### config.mk
export PLATFORM = sky130hd
export DESIGN_NAME = pc_sequencer_flat
export DESIGN_NICKNAME = d
export VERILOG_FILES = /design/src/rtl/pc_sequencer_if.sv /design/src/rtl/pc_sequencer.sv /design/src/flat_wrapper.sv
export SDC_FILE = /design/constraint.sdc
export NUM_CORES = 1
export LEC_CHECK = 0
export ABC_AREA = 1
export CAP_MARGIN = 10
export CORE_ASPECT_RATIO = 1.4
export CORE_MARGIN = 1
export CORE_UTILIZATION = 35
export CTS_BUF_LIST = sky130_fd_sc_hd__clkbuf_8
export DETAILED_ROUTE_END_ITERATION = 8
export GPL_ROUTABILITY_DRIVEN = 0
export MAX_ROUTING_LAYER = met4
export RECOVER_POWER = 100
export REMOVE_ABC_BUFFERS = 1
export SYNTH_ARGS = -nofsm -noshare
export SYNTH_HDL_FRONTEND = slang
export SYNTH_SLANG_ARGS = --single-unit
export TNS_END_PERCENT = 5
### constraint.sdc
create_clock -name clk -period 3 [get_ports clk]
set_input_delay 0.9 -clock clk [delete_from_list [all_inputs] [get_ports clk]]
set_output_delay 0.9 -clock clk [all_outputs]
set_load 0.005 [all_outputs]
### src/rtl/pc_sequencer_if.sv
// Fetch command/status bundle between decode/compare logic and the PC sequencer.
// master issues commands and observes PC/status; slave is the sequencer.
interface pc_sequencer_if #(
    parameter int ADDR_W = 10
);
    logic              stall;
    logic [1:0]        fetch_control;
    logic              jump_uncond;
    logic              cond_true;
    logic              link;
    logic [ADDR_W-1:0] jump_offset;
    logic              resume;
    logic [ADDR_W-1:0] instr_rd_addr;
    logic [ADDR_W-1:0] pcval;
    logic              halted;
    logic              ras_empty;
    logic              ras_full;
    logic              fault;

    modport master (
        output stall, fetch_control, jump_uncond, cond_true, link, jump_offset, resume,
        input  instr_rd_addr, pcval, halted, ras_empty, ras_full, fault
    );

    modport slave (
        input  stall, fetch_control, jump_uncond, cond_true, link, jump_offset, resume,
        output instr_rd_addr, pcval, halted, ras_empty, ras_full, fault
    );
endinterface

### src/rtl/pc_sequencer.sv
// PC sequencer with return-address stack; PC_SEQ_TRAP_EN redirects RAS faults to TRAP_VEC.
// Latency: one cycle, a command sampled at edge N is visible on instr_rd_addr after edge N.
// Backpressure: stall holds PC, pcval and RAS and drops the command; HALT ignores commands.
module pc_sequencer #(
    parameter int                ADDR_W    = 10,
    parameter int                RAS_DEPTH = 4,
    parameter logic [ADDR_W-1:0] RESET_VEC = '0,
    parameter logic [ADDR_W-1:0] TRAP_VEC  = {ADDR_W{1'b1}}
) (
    input  logic           clk,
    input  logic           reset,
    pc_sequencer_if.slave  bus
);
    localparam int               PTR_W    = (RAS_DEPTH > 1) ? $clog2(RAS_DEPTH) : 1;
    localparam int               CNT_W    = $clog2(RAS_DEPTH + 1);
    localparam logic [PTR_W-1:0] PTR_LAST = PTR_W'(RAS_DEPTH - 1);
    localparam logic [CNT_W-1:0] CNT_FULL = CNT_W'(RAS_DEPTH);
    localparam logic [0:0]       ST_RUN   = 1'b0;
    localparam logic [0:0]       ST_HALT  = 1'b1;
`ifdef PC_SEQ_TRAP_EN
    localparam bit               TRAP_EN  = 1'b1;
`else
    localparam bit               TRAP_EN  = 1'b0;
`endif

    logic [0:0]        state_q, state_d;
    logic [ADDR_W-1:0] pc_q, pc_d;
    logic [ADDR_W-1:0] pcval_q, pcval_d;
    logic              fault_q, fault_d;
    logic [ADDR_W-1:0] ras_q [RAS_DEPTH];
    logic [ADDR_W-1:0] ras_d [RAS_DEPTH];
    // sp points at the next free slot; when full that slot holds the oldest entry.
    logic [PTR_W-1:0]  sp_q, sp_d;
    logic [CNT_W-1:0]  cnt_q, cnt_d;

    logic [ADDR_W-1:0] pc_inc, pc_tgt;
    logic [PTR_W-1:0]  sp_inc, sp_dec;
    logic              ras_empty, ras_full, taken;

    assign pc_inc    = pc_q + ADDR_W'(1);
    assign pc_tgt    = pc_q + bus.jump_offset;
    assign sp_inc    = (sp_q == PTR_LAST) ? '0 : sp_q + PTR_W'(1);
    assign sp_dec    = (sp_q == '0) ? PTR_LAST : sp_q - PTR_W'(1);
    assign ras_empty = (cnt_q == '0);
    assign ras_full  = (cnt_q == CNT_FULL);
    assign taken     = bus.jump_uncond | bus.cond_true;

    always_comb begin
        state_d = state_q;
        pc_d    = pc_q;
        fault_d = fault_q;
        ras_d   = ras_q;
        sp_d    = sp_q;
        cnt_d   = cnt_q;
        if (state_q == ST_HALT) begin
            if (bus.resume) begin
                pc_d    = pc_inc;
                state_d = ST_RUN;
            end
        end else if (!bus.stall) begin
            case (bus.fetch_control)
                2'b00: pc_d = pc_inc;
                2'b01: begin
                    if (!taken) begin
                        pc_d = pc_inc;
                    end else begin
                        pc_d = pc_tgt;
                        if (bus.link) begin
                            if (ras_full) fault_d = 1'b1;
                            if (ras_full && TRAP_EN) begin
                                pc_d = TRAP_VEC;
                            end else begin
                                ras_d[sp_q] = pc_inc;
                                sp_d        = sp_inc;
                                if (!ras_full) cnt_d = cnt_q + CNT_W'(1);
                            end
                        end
                    end
                end
                2'b10: begin
                    if (!ras_empty) begin
                        pc_d  = ras_q[sp_dec];
                        sp_d  = sp_dec;
                        cnt_d = cnt_q - CNT_W'(1);
                    end else begin
                        fault_d = 1'b1;
                        pc_d    = TRAP_EN ? TRAP_VEC : pc_inc;
                    end
                end
                default: state_d = ST_HALT;
            endcase
        end
    end

    // pcval tracks the address that was on the bus before each PC change.
    assign pcval_d = (pc_d != pc_q) ? pc_q : pcval_q;

    always_ff @(posedge clk) begin
        if (reset) begin
            state_q <= ST_RUN;
            pc_q    <= RESET_VEC;
            pcval_q <= RESET_VEC;
            fault_q <= 1'b0;
            sp_q    <= '0;
            cnt_q   <= '0;
        end else begin
            state_q <= state_d;
            pc_q    <= pc_d;
            pcval_q <= pcval_d;
            fault_q <= fault_d;
            sp_q    <= sp_d;
            cnt_q   <= cnt_d;
        end
    end

    // Stack contents need no reset: the entry count gates every read.
    always_ff @(posedge clk) begin
        ras_q <= ras_d;
    end

    assign bus.instr_rd_addr = pc_q;
    assign bus.pcval         = pcval_q;
    assign bus.halted        = (state_q == ST_HALT);
    assign bus.ras_empty     = ras_empty;
    assign bus.ras_full      = ras_full;
    assign bus.fault         = fault_q;
endmodule

### src/flat_wrapper.sv
// flat-port wrapper written by rule: the top's interface ports become plain ports
module pc_sequencer_flat 
#(
    parameter int                ADDR_W    = 10,
    parameter int                RAS_DEPTH = 4,
    parameter logic [ADDR_W-1:0] RESET_VEC = '0,
    parameter logic [ADDR_W-1:0] TRAP_VEC  = {ADDR_W{1'b1}}
)
  (clk, reset, bus_stall, bus_fetch_control, bus_jump_uncond, bus_cond_true, bus_link, bus_jump_offset, bus_resume, bus_instr_rd_addr, bus_pcval, bus_halted, bus_ras_empty, bus_ras_full, bus_fault);
  pc_sequencer_if #(.ADDR_W(ADDR_W)) bus_i ();
  input  logic clk;
  input  logic reset;
  input wire logic [$bits(bus_i.stall)-1:0] bus_stall;
  input wire logic [$bits(bus_i.fetch_control)-1:0] bus_fetch_control;
  input wire logic [$bits(bus_i.jump_uncond)-1:0] bus_jump_uncond;
  input wire logic [$bits(bus_i.cond_true)-1:0] bus_cond_true;
  input wire logic [$bits(bus_i.link)-1:0] bus_link;
  input wire logic [$bits(bus_i.jump_offset)-1:0] bus_jump_offset;
  input wire logic [$bits(bus_i.resume)-1:0] bus_resume;
  output wire logic [$bits(bus_i.instr_rd_addr)-1:0] bus_instr_rd_addr;
  output wire logic [$bits(bus_i.pcval)-1:0] bus_pcval;
  output wire logic [$bits(bus_i.halted)-1:0] bus_halted;
  output wire logic [$bits(bus_i.ras_empty)-1:0] bus_ras_empty;
  output wire logic [$bits(bus_i.ras_full)-1:0] bus_ras_full;
  output wire logic [$bits(bus_i.fault)-1:0] bus_fault;
  assign bus_i.stall = bus_stall;
  assign bus_i.fetch_control = bus_fetch_control;
  assign bus_i.jump_uncond = bus_jump_uncond;
  assign bus_i.cond_true = bus_cond_true;
  assign bus_i.link = bus_link;
  assign bus_i.jump_offset = bus_jump_offset;
  assign bus_i.resume = bus_resume;
  assign bus_instr_rd_addr = bus_i.instr_rd_addr;
  assign bus_pcval = bus_i.pcval;
  assign bus_halted = bus_i.halted;
  assign bus_ras_empty = bus_i.ras_empty;
  assign bus_ras_full = bus_i.ras_full;
  assign bus_fault = bus_i.fault;
  pc_sequencer #(.ADDR_W(ADDR_W), .RAS_DEPTH(RAS_DEPTH), .RESET_VEC(RESET_VEC), .TRAP_VEC(TRAP_VEC)) u_core (.clk(clk), .reset(reset), .bus(bus_i));
endmodule
==> impl_results.md <==
- Final layout net count: 770
- Number of antenna diodes: 0
- Chip height: 134 µm
- Worst slew margin: 0.561
- Worst hold path type: reg2reg
- Root buf cell: clkbuf_8
- FF-to-FF setup slack: 0.18 ns
- Status: finished, final reports clean
- Overall die width: 96.4 µm
- Share of power burned in registers: 0.387
- Distinct cells, synth: 34
- CP Max Fanout: 5
- Worst setup path startpoint: bus_jump_offset[0]
- Cell Int Power: 1780 µW
- Final hold violations: 0
- Vias in the first global route: around 4.4k
- TritonCTS clock tree: done
- Clock share of power: 0.285
- Fin worst setup slack: roughly 0.11 ns
- Avg Cell Area, Syn: 7.10 µm²
- GRT overflow: 0
- FILL cells: 1186
- CTS Sinks: 67
- CP Class: in2reg
- Psw: approximately 940 µW
- FF-to-FF Start: u_core.bus.instr_rd_addr[0]$_SDFF_PP0_
- Antenna Nets Post-Route: 0
- Sw Ratio: 0.346
- Htree depth: 3
- Core area: 12000 µm²
- Number of enable flip-flop cells after synthesis: 40
- Initial Util: 0.364
- Worst Reg2Reg Path Length in Cells: 17
- Setup crit end kind: register
- Critical Path AT: 3.20 ns
- Final Cycle Share: 0.965
- DR vias/cell: ~5
- Ys flop type: edfxtp_1
- Seq/Total Area, Yosys: 0.399
- TritonCTS Buffers: 9
- Hold_sp: u_core.cnt_q[0]$_SDFFE_PP0P_
- Worst slack at placement: -0.735 ns
- Fin crit period: 2.89 ns
- Fraction of layout cells with a size suffix above 1: 0.258
- Clock latency on the worst-skew pair: 0.36 ns
- Worst reg2reg endpoint: u_core.bus.pcval[5]$_SDFFE_PP0P_
- Clock Path Buffers: 2
- PortBufs: 42
- Worst setup path end: u_core.bus.pcval[5]$_SDFFE_PP0P_
- F_max: 346 MHz
- IR drop worst, VDD: 0.267 mV
- Leak pwr: 0.00279 µW
- Async S/R FF share, synth: 0
- Worst Setup Start Kind: primary input
- Io pins: 43
- Remaining DRCs: 0
- Cts-stage hold buffer count: 0
- Final setup fails: 0
- DP HPWL: 9520 µm
- Global-route wire length before repair: 20700 µm
- Synthesized cell area: about 4400 µm²
- Via Count: 4419
- Global Route Usage Sum: 0.220
- Placed Cells: 857
- Die area: 12900 µm²
- Most used cell, CP: nand2_1
- Num rows: 47
- Post-synthesis register bit count: 67
- Final slew viol count: 0
- Total wire length: 13500 µm
- Initial DRC Count: about 220
- Largest net degree at the start of global routing: 22
- PwrDens: 449 nW/µm²
- WL/cell: 15.2 µm
- Fin cells: 887
- CP required: approximately 3.3 ns
- Area growth, synth to finish: 38.9%
- Maximum capacitance violations: 0
- Logic pwr share: 0.327
- TNS Setup: 0 ns
- Critical path cell sequence: clkdlybuf4s15_1, ha_1, buf_4, buf_4, buf_4, nand2_1, nand2_2, nand3_2, nand2_1, nand2_1, nand3_2, nand3_2, nand2_1, nand2_1, nand2_1, nand2_2, nand2_1, nor2_2, nand3_4, nor2_4, nor2_1, nor2_1
- Worst Skew: 0.00996 ns
- Clock-pin slew on the worst setup and hold paths: 0.08 ns
- Max incr delay on CP: ~0.20 ns
- Initial antenna violation count: 0
- Util after Layout: 0.505
- Post-Synthesis Cells: 615
- Slowest stage cell, crit path: ha_1
- Worst-Margin Slew: between 0.6 and 0.7 ns
- TritonRoute pass-1 iters: 4
- Synth warn: 0
-- cells in the final DEF (no fill, tap or decap), types with 2 or more instances in the layout --
cell type,synthesis,routed
dfxtp_1,27,27
a21oi_1,24,20
nand3b_1,3,3
dlygate4sd3_1,0,21
dlymetal6s2s_1,0,6
nand2_4,0,4
nand2_1,205,173
nand3_4,0,2
o211ai_1,2,2
nor2_1,64,57
inv_1,82,78
clkinvlp_4,0,2
nand3_1,67,50
xor2_1,3,3
o21a_1,2,2
nand2_2,6,34
o21ai_0,8,8
nand4_1,14,14
edfxtp_1,40,40
ha_1,14,8
buf_4,2,60
clkbuf_1,1,9
clkinv_1,2,2
ha_4,0,6
inv_2,5,9
clkdlybuf4s50_1,0,13
a21oi_2,0,3
nor2_4,7,17
nor2_2,6,6
buf_6,4,3
clkinv_4,0,2
nand3_2,5,20
a22oi_1,5,5
clkbuf_4,0,3
clkbuf_8,0,9
-- layer usage --
layer / part of all wire / vias up / GRT usage / wire length [µm]
met2: 0.52 / 104 / 0.366 / 7080
met5: 0 / - / - / 0
met4: 0.040 / 0 / 0.130 / 544
li1: - / 2216 / - / -
met1: 0.40 / 2060 / 0.239 / 5420
met3: 0.033 / 39 / 0.0431 / 445
-- what timing repair did --
item,CTS,global route
pin swaps,18,35
endpoints found under the setup margin,10,10
cloned,2,2
gates resized for setup,24,83
buffers inserted,4,6
-- power by group through the flow --
stage	sequential [µW]	clock (µW)	combinational, µW
after floorplan	1070	0	390
after global placement	1070	0	700
after detailed placement	1070	0	712
after CTS	1050	795	767
after global routing	1060	834	966
final	1050	777	890
-- logic make-up (layout without fill, tap and decap cells) --
group,Yosys count,count (layout),share of synthesized area
adders and majority gates,16,16,0.0493
AOI/OAI and AO/OA,45,45,0.0585
xor gates and xnor gates,5,5,0.0100
and+or+nand+nor,380,383,0.386
buffers and inverters,102,224,0.0977
DFF,67,67,0.399
-- registers in the layout, indices dropped and copies added (netlist names) --
name / count
u_core.ras_q: 40
u_core.bus.instr_rd_addr: 10
u_core.bus.pcval: 10
u_core.cnt_q: 3
u_core.sp_q: 2
u_core.bus.fault: 1
u_core.bus.halted: 1
-- stage by stage --
step	area (µm²)	hold slack [ns]	total power [µW]
after global routing	6060	0.519	2860
after floorplan	4270	0.444	1460
after global placement	5390	0.456	1770
after CTS	5710	0.478	2610
final	6060	0.478	2720
after detailed placement	5390	0.459	1780
-- cell type report --
| class | count | area (µm²) | share of cell area |
|---|---|---|---|
| Clock buffer | 9 | 124 | 0.0204 |
| Clock inverter | 7 | 76.3 | 0.0126 |
| Inverter | 89 | 334 | 0.0551 |
| Multi-Input combinational cell | 449 | 2600 | 0.429 |
| Sequential cell | 67 | 1740 | 0.287 |
| Tap cell | 147 | 184 | 0.0303 |
| Timing Repair Buffer | 119 | 1000 | 0.165 |
-- synth_stat cells (3+ instances only) --
library cell    n  area (µm²)
o21ai_0         8        40.0
nand3_1        67         335
buf_2           5        25.0
ha_1           14         175
a22oi_1         5        37.5
dfxtp_1        27         541
nand4_1        14        87.6
buf_6           4        45.0
nor2_2          6        37.5
edfxtp_1       40        1200
inv_1          82         308
xor2_1          3        26.3
a21oi_1        24         120
nor2_1         64         240
nand2_2         6        37.5
nand2_1       205         769
nand3b_1        3        22.5
nand3_2         5        50.1
nor2_4          7        78.8
inv_2           5        18.8
-- worst min-delay path by stage --
stage	end	slack [ns]	depth (start not counted)
after CTS	u_core.bus.fault$_SDFFE_PP0P_	0.48	1
after floorplan	u_core.cnt_q[0]$_SDFFE_PP0P_	0.44	1
after global routing	u_core.bus.fault$_SDFFE_PP0P_	0.52	1
after global placement	u_core.bus.fault$_SDFFE_PP0P_	0.46	1
final	u_core.cnt_q[0]$_SDFFE_PP0P_	0.48	1
after detailed placement	u_core.bus.fault$_SDFFE_PP0P_	0.46	1
-- worst max-delay path, delay by kind of cell --
family                     cells  cell delay, ns
and+or+nand+nor               17            1.52
buffers and inverters          4            0.56
adders and majority gates      1            0.20
Note: power is estimated with default switching activity, not from simulation.
